--- config.mk ---
export PLATFORM = sky130hd
export DESIGN_NAME = mem_bus_unit
export DESIGN_NICKNAME = d
export VERILOG_FILES = /design/src/rtl/mem_bus_unit.sv
export SDC_FILE = /design/constraint.sdc
export NUM_CORES = 1
export LEC_CHECK = 0
export ABC_AREA = 1
export CAP_MARGIN = 40
export CORE_UTILIZATION = 45
export DETAILED_ROUTE_END_ITERATION = 16
export PLACE_DENSITY = 0.79
export SYNTH_ARGS = -nofsm -noshare
export SYNTH_HDL_FRONTEND = slang
export SYNTH_SLANG_ARGS = --single-unit
--- constraint.sdc ---
create_clock -name clk -period 2.1 [get_ports clk]
set_input_delay 0.525 -clock clk [delete_from_list [all_inputs] [get_ports clk]]
set_output_delay 0.525 -clock clk [all_outputs]
set_load 0.01 [all_outputs]
--- src/rtl/mem_bus_unit.sv ---
// Memory sequencer: turns control-FSM strobes into a valid/ack bus transaction,
// owns IR and MDR, and traps misaligned, erroring or timed-out accesses.
module mem_bus_unit #(
  parameter int unsigned TIMEOUT = 255
) (
  input  logic        clk,
  input  logic        rst,
  input  logic        MemRead,
  input  logic        MemWrite,
  input  logic        IRWrite,
  input  logic        IorD,
  input  logic [31:0] pc,
  input  logic [31:0] alu_out,
  input  logic [31:0] store_data,
  output logic        mem_stall,
  output logic [31:0] instr,
  output logic [31:0] mdr,
  output logic        mem_fault,
  output logic [31:0] fault_addr,
  output logic        bus_req,
  output logic        bus_we,
  output logic [31:0] bus_addr,
  output logic [31:0] bus_wdata,
  output logic [3:0]  bus_be,
  input  logic        bus_ack,
  input  logic        bus_err,
  input  logic [31:0] bus_rdata
);

  typedef enum logic [1:0] {IDLE, ACCESS, FAULT} state_e;

  state_e      state_q;
  logic        bus_req_q, bus_we_q, mem_fault_q;
  logic [31:0] bus_addr_q, bus_wdata_q, instr_q, mdr_q, fault_addr_q;
  logic [3:0]  bus_be_q;
  logic [1:0]  lo_q;
  logic [2:0]  f3_q;
  logic [7:0]  wait_q;

  logic        start, size_ok, misaligned;
  logic [31:0] addr, wdata_d, ext_d;
  logic [2:0]  f3_d;
  logic [3:0]  be_d;
  logic [7:0]  byte_sel;
  logic [15:0] half_sel;

  always_comb begin
    addr       = IorD ? alu_out : pc;
    start      = (state_q == IDLE) && (MemRead || MemWrite);
    f3_d       = IorD ? instr_q[14:12] : 3'b010;
    size_ok    = 1'b1;
    misaligned = 1'b0;
    be_d       = 4'b1111;
    wdata_d    = store_data;
    case (f3_d)
      3'b000, 3'b100: begin
        be_d    = 4'b0001 << addr[1:0];
        wdata_d = {4{store_data[7:0]}};
      end
      3'b001, 3'b101: begin
        be_d       = 4'b0011 << addr[1:0];
        wdata_d    = {2{store_data[15:0]}};
        misaligned = addr[0];
      end
      3'b010:  misaligned = |addr[1:0];
      default: size_ok = 1'b0;
    endcase
  end

  // Load lane select uses the low address bits latched at request time.
  always_comb begin
    byte_sel = bus_rdata[{lo_q, 3'b000} +: 8];
    half_sel = lo_q[1] ? bus_rdata[31:16] : bus_rdata[15:0];
    case (f3_q)
      3'b000:  ext_d = {{24{byte_sel[7]}}, byte_sel};
      3'b100:  ext_d = {24'b0, byte_sel};
      3'b001:  ext_d = {{16{half_sel[15]}}, half_sel};
      3'b101:  ext_d = {16'b0, half_sel};
      default: ext_d = bus_rdata;
    endcase
  end

  always_ff @(posedge clk or negedge rst) begin
    if (!rst) begin
      state_q      <= IDLE;
      bus_req_q    <= 1'b0;
      bus_we_q     <= 1'b0;
      bus_addr_q   <= '0;
      bus_wdata_q  <= '0;
      bus_be_q     <= '0;
      instr_q      <= 32'h0000_0013;
      mdr_q        <= '0;
      mem_fault_q  <= 1'b0;
      fault_addr_q <= '0;
      lo_q         <= '0;
      f3_q         <= '0;
      wait_q       <= '0;
    end else begin
      case (state_q)
        IDLE: begin
          if (start) begin
            if (!size_ok || misaligned) begin
              state_q      <= FAULT;
              mem_fault_q  <= 1'b1;
              fault_addr_q <= addr;
            end else begin
              state_q     <= ACCESS;
              bus_req_q   <= 1'b1;
              bus_we_q    <= MemWrite;
              bus_addr_q  <= {addr[31:2], 2'b00};
              bus_be_q    <= be_d;
              bus_wdata_q <= wdata_d;
              lo_q        <= addr[1:0];
              f3_q        <= f3_d;
              wait_q      <= '0;
            end
          end
        end
        ACCESS: begin
          if (bus_err || (!bus_ack && wait_q == 8'(TIMEOUT - 1))) begin
            state_q      <= FAULT;
            bus_req_q    <= 1'b0;
            mem_fault_q  <= 1'b1;
            fault_addr_q <= {bus_addr_q[31:2], lo_q};
          end else if (bus_ack) begin
            state_q   <= IDLE;
            bus_req_q <= 1'b0;
            if (!bus_we_q) begin
              if (IRWrite && !IorD) instr_q <= bus_rdata;
              else                  mdr_q   <= ext_d;
            end
          end else begin
            wait_q <= wait_q + 8'd1;
          end
        end
        FAULT:   state_q <= FAULT;
        default: state_q <= IDLE;
      endcase
    end
  end

  assign mem_stall  = start || (state_q == ACCESS && !bus_ack && !bus_err) || (state_q == FAULT);
  assign instr      = instr_q;
  assign mdr        = mdr_q;
  assign mem_fault  = mem_fault_q;
  assign fault_addr = fault_addr_q;
  assign bus_req    = bus_req_q;
  assign bus_we     = bus_we_q;
  assign bus_addr   = bus_addr_q;
  assign bus_wdata  = bus_wdata_q;
  assign bus_be     = bus_be_q;

endmodule

# Word-level counts from Yosys, hierarchy flattened
# Index checks and enable logic that the tools add are counted.
dict set report word_totals {
  reg_bits 180
  inputBits 136
  elab_cells 98
  out_inout_bits 168
}
dict set report op_classes {
  n_reduce_logical 29
  mux 31
  addsub 1
  n_eq_ne 17
  shift 3
  bitwise 4
}
# operator count
set ops {}
lappend ops {{32-bit two-way mux} 4}
lappend ops {{32-bit one-hot mux with 2 select lines} 2}
lappend ops {{32-bit one-hot mux with 4 select lines} 1}
lappend ops {{8-bit two-way mux} 4}
lappend ops {{32-bit by 6-bit variable part select with 8-bit output} 1}
lappend ops {{16-bit two-way mux} 1}
lappend ops {{8-bit one-hot mux with 2 select lines} 1}
lappend ops {{5-bit AND reduction} 3}
lappend ops {{3-bit == test, second input constant} 4}
lappend ops {{2-bit inequality test, second input constant} 5}
lappend ops {{8-bit by 1-bit adder with 8-bit output, second input constant} 1}
lappend ops {{8-bit == test, second input constant} 1}
lappend ops {{1-bit two-way mux} 8}
lappend ops {{2-bit two-way mux} 4}
lappend ops {{4-bit one-hot mux with 2 select lines} 1}
lappend ops {{4-bit AND reduction} 2}
lappend ops {{3-bit by 1-bit == test with 1-bit output, second input constant} 2}
lappend ops {{3-bit zero test} 2}
lappend ops {{1-bit one-hot mux with 2 select lines} 3}
lappend ops {{2-bit one-hot mux with 3 select lines} 1}
lappend ops {{2-bit OR reduction} 3}
lappend ops {{1-bit logical AND} 5}
lappend ops {{1-bit logical OR} 5}
lappend ops {{5-bit OR reduction} 1}
lappend ops {{14 further kinds} 20}

# Logic depth before layout (Yosys ltp)
dict set report depth {
  depth_word 9
  ltp_mapped 11
  ltp_nobuf 11
}

# Worst setup path before layout
# No wires, ideal clock.
dict set report synth_path {
  path_kind {input-to-reg}
  startpoint {in IorD}
  endpoint {reg bus_be_q[1], in the netlist bus_be[1]}
  setup_slack_ps 400
  cell_stages 11
  setup_time_ps 121
  arrival_time_ps 1579
  t_required_ps 1979
  n_path_buf 3
  path_cell_list {buf_6 > inv_4 > nand2_1 > nand2_2 > nand3_1 > nand2_2 > nand3_4 > buf_6 > buf_6 > nand2_1 > o21ai_2}
}
dict set report synth_via {
  elab_chain_cells 8
  elab_cells_between_ends 20
  cone_classes {4 x eq/ne; 2 x shift; 5 x mux; 1 x bitwise; 8 x reduce/logical}
}
# element line_no
set synth_rtl {}
lappend synth_rtl {{from (decl)} 11} ;# input logic IorD,
lappend synth_rtl {{3-bit two-way mux} 50} ;# f3_d = IorD ? instr_q[14:12] : 3'b010;
lappend synth_rtl {{3-bit by 1-bit == test with 1-bit output (tied with other cells)} 55} ;# case (f3_d)
lappend synth_rtl {{5-bit OR reduction (no source line)} --}
lappend synth_rtl {{1-bit two-way mux} 55}
lappend synth_rtl {{1-bit zero test} 102} ;# if (!size_ok || misaligned) begin
lappend synth_rtl {{1-bit logical OR} 102}
lappend synth_rtl {{1-bit NOT (no source line)} --}
lappend synth_rtl {{3-bit AND reduction (no source line)} --}
lappend synth_rtl {{to (signal assigned)} 90} ;# bus_be_q <= '0;
lappend synth_rtl {{to (signal assigned)} 111} ;# bus_be_q <= be_d;
lappend synth_rtl {{to (decl)} 35} ;# logic [3:0] bus_be_q;
# Several ways; a longest one is shown, not always the timed one.
# A chain may end at the register's enable or synchronous reset.

# Worst setup path in the final report
dict set report layout_path {
  startpoint {reg instr_q[4], in the netlist instr[4]}
  endpoint {out instr[4]}
}
# element line_no
set layout_rtl {}
lappend layout_rtl {{from (decl)} 34} ;# logic [31:0] bus_addr_q, bus_wdata_q, instr_q, mdr_q, fault_addr_q;
lappend layout_rtl {{from (signal assigned)} 129} ;# if (IRWrite && !IorD) instr_q <= bus_rdata;
lappend layout_rtl {{to (decl)} 16} ;# output logic [31:0] instr,
# No word-level cell between the ends.

==> results.yml <==
clock_tree:
  clock_path_buffers: 2
  cts_tree: "done"
  clk_pin_slew_ns: 0.07
  cts_sinks: 180
  numCtsBuffers: 17
  insertion_delay_ns: 0.43
  clockRootBuffer: "clkbuf_16"
  htree_levels: 4
global_route:
  antenna_found_initial: 0
  grt_pass1_wl_mm: 42.7
  grt_pass1_vias: 8402
  track_usage_pct: 26.5
  grt_max_degree: 77
  overflow: 0
worst_hold_path:
  min_path_type: "in -> reg"
floorplanning:
  die_area_mm2: 0.0208
  ios: 304
  coreArea_mm2: 0.0197
  std_cell_rows: 51
  initial_core_util_pct: 46.3
  die_x_um: 144
  die_y_um: 144
final_layout:
  fillers: 1706
  final_common_cell: "nand2_1"
  drive_gt1_share_pct: 7.22
  layout_common_cells: "nand2_1 (522), clkdlybuf4s50_1 (296), dfrtp_1 (177)"
  multi_input_area_mm2: 0.00383
  utilization_pct: 67.1
  area_delta_synth_final_pct: 44.7
  regArea_mm2: 0.00451
  n_antenna_cell: 0
  layout.nets: 1663
sta:
  min_period_ns: 2.03
  finalHoldWorstSlack_ns: 0.406
  finalHoldViolCount: 0
  setup_viol: 0
  rsz0062_at_grt: "no"
  min_period_over_period_pct: 96.7
  worstMarginPinSlew_ns: 0.526
  slew_viol_final: 0
  maxSlewHeadroom_pct: 64.9
  setup_slack_ns: 0.0689
  max_freq_ghz: 0.492
  finClkSkew_ns: 0.00858
placed_design:
  dpl_worst_slack_ns: -0.355
  gp_congestion: 0.921
  dp.final_hpwl_mm: 19.8
  port-buffer-count: 301
routing:
  first_pass_iters: 5
  ant_nets: 0
  num_vias: 9017
  wl_per_cell_um: 15.1
  drc: 0
  wl_mm: 27.2
  viasPerCell: 5.00
  drt_first_iter_violations: 564
logic_synthesis:
  yosys_warnings: 0
  netlist_area_mm2: 0.00911
  ys_seq_elements: 180
  yosysSeqAreaShare_pct: 49.5
  synth_area_per_cell_um2: 7.40
  ys_types: 32
  synthCells: 1230
setup_path:
  critPathCaptureType: "output pin"
  crit_type: "reg -> out"
  critPathMaxFanout: 2
  critPathSlowestCell: "clkdlybuf4s50_1"
  worst_ep_arrival_time_ns: 1.51
  max_stage_delay_ns: 0.55
  required_ns: 1.57
  crit_buf_inv: 1
  start_kind: "flop"
  crit_chain: "clkdlybuf4s50_1"
  cp_top_family: "buffers and inverters"
pwr:
  p_per_area_mw_per_mm2: 707
  p_int_mw: 6.66
  seq_power_share_pct: 43.2
  total_power_mw: 9.32
  combPwrFrac_pct: 22.6
  p_leak_nw: 6.49
  ir_worst_vdd_uv: 561
  p_sw_share_pct: 28.6
  power_switching_mw: 2.67
  p_clk_share_pct: 34.2
status:
  status: "finished clean"
run:
  maxCapViolCount: 0
==> power groups by stage <==
| stage | clock network [mW] | registers (mW) | logic [mW] |
|---|---|---|---|
| 4_1_cts | 3.26 | 4.02 | 2.12 |
| 2_1_floorplan | 0 | 4.21 | 0.660 |
| 5_1_grt | 3.40 | 4.07 | 2.30 |
| 3_3_place_gp | 0 | 4.07 | 2.06 |
| 6_report | 3.19 | 4.03 | 2.10 |
| 3_5_place_dp | 0 | 4.08 | 2.10 |
==> synthesized netlist by cell type <==
| cell | instances | share of area (%) |
|---|---|---|
| inv_2 | 4 | 0.16 |
| a21oi_4 | 1 | 0.18 |
| nor2_1 | 35 | 1.4 |
| o21ai_2 | 3 | 0.29 |
| inv_4 | 1 | 0.069 |
| o21ai_0 | 109 | 6.0 |
| a211o_1 | 1 | 0.096 |
| ha_1 | 2 | 0.27 |
| o21a_1 | 1 | 0.082 |
| conb_1 | 1 | 0.041 |
| nand3_2 | 2 | 0.22 |
| nor3_1 | 6 | 0.33 |
| buf_4 | 6 | 0.49 |
| dfstp_2 | 3 | 0.87 |
| o21ai_1 | 50 | 2.7 |
| buf_2 | 22 | 1.2 |
| nand3b_1 | 1 | 0.082 |
| nand3_1 | 76 | 4.2 |
| inv_1 | 101 | 4.2 |
| nand2_2 | 6 | 0.41 |
| nand2_4 | 3 | 0.37 |
| buf_6 | 10 | 1.2 |
| nand2_1 | 522 | 22 |
| clkinv_1 | 1 | 0.041 |
| nand4_1 | 1 | 0.069 |
| nor2_2 | 3 | 0.21 |
| o211ai_1 | 8 | 0.66 |
| dfrtp_1 | 177 | 49 |
| clkbuf_1 | 33 | 1.4 |
| nand4_4 | 1 | 0.23 |
| a21oi_1 | 39 | 2.1 |
| nand3_4 | 1 | 0.19 |
==> flip-flops by register name (all words and copies together), names as in the netlist, 2 cells and up <==
register and count:
bus_wdata 32, fault_addr 32, instr 32, mdr 32, bus_addr 30, wait_q 8, bus_be 4, f3_q 3
lo_q 2, state_q 2
==> per-stage QoR <==
step / std cells / TNS [ns] / cell area, um2
floorplan: 1231 / 0 / 9110
global placement: 1768 / -0.324 / 12500
global route: 1803 / 0 / 13200
CTS: 1801 / 0 / 13200
detailed placement: 1768 / -0.360 / 12500
finish: 1803 / 0 / 13200
==> logic make-up (layout without fill, tap and decap cells) <==
group / count (synthesis) / in the layout / synth area share [%]
buffers and inverters: 178 / 485 / 8.74
other: 1 / 2 / 0.0412
DFF: 180 / 180 / 49.5
and+or+nand+nor: 657 / 657 / 29.3
adders and majority gates: 2 / 2 / 0.275
AOI/OAI and AO/OA: 212 / 212 / 12.2
==> path summary, 6_finish.rpt <==
path / startpoint / cells after the start / end / slack, ns
min: MemWrite / 3 / bus_we / 0.41
max reg2reg: wait_q[0] / 10 / fault_addr[30] / 0.35
min in group asynchronous: rst / 2 / fault_addr[5] / 0.56
min reg2reg: fault_addr[26] / 2 / fault_addr[26] / 0.47
max: instr[4] / 1 / instr[4] / 0.07
max in group asynchronous: rst / 3 / fault_addr[22] / 0.89
==> cell type report <==
type / count / area share [%]
clock buffer: 19 / 3.44
clock inverter: 13 / 1.07
inverter: 107 / 3.07
multi-input combinational: 873 / 29.0
sequential: 180 / 34.2
tap: 265 / 2.52
timing repair buffer: 346 / 26.7
==> timing repair <==
| action | CTS | global route |
|---|---|---|
| resized for setup | 6 | 3 |
| hold endpoints to repair | 24 | 0 |
| buffers inserted | 0 | 2 |
| pin swaps | 1 | 2 |
| endpoints found under the setup margin | 1 | 1 |
| hold buffers | 1 | 0 |
==> routing by layer <==
layer  wire length [um]  up-vias  track usage (%)
met5                  0        -                0
met4                549        0             8.09
met3               2040       47             5.99
met2              13200      342             44.0
met1              11400     4160             34.5
li1                   -     4468                -
Power figures use the tool's default switching activity.
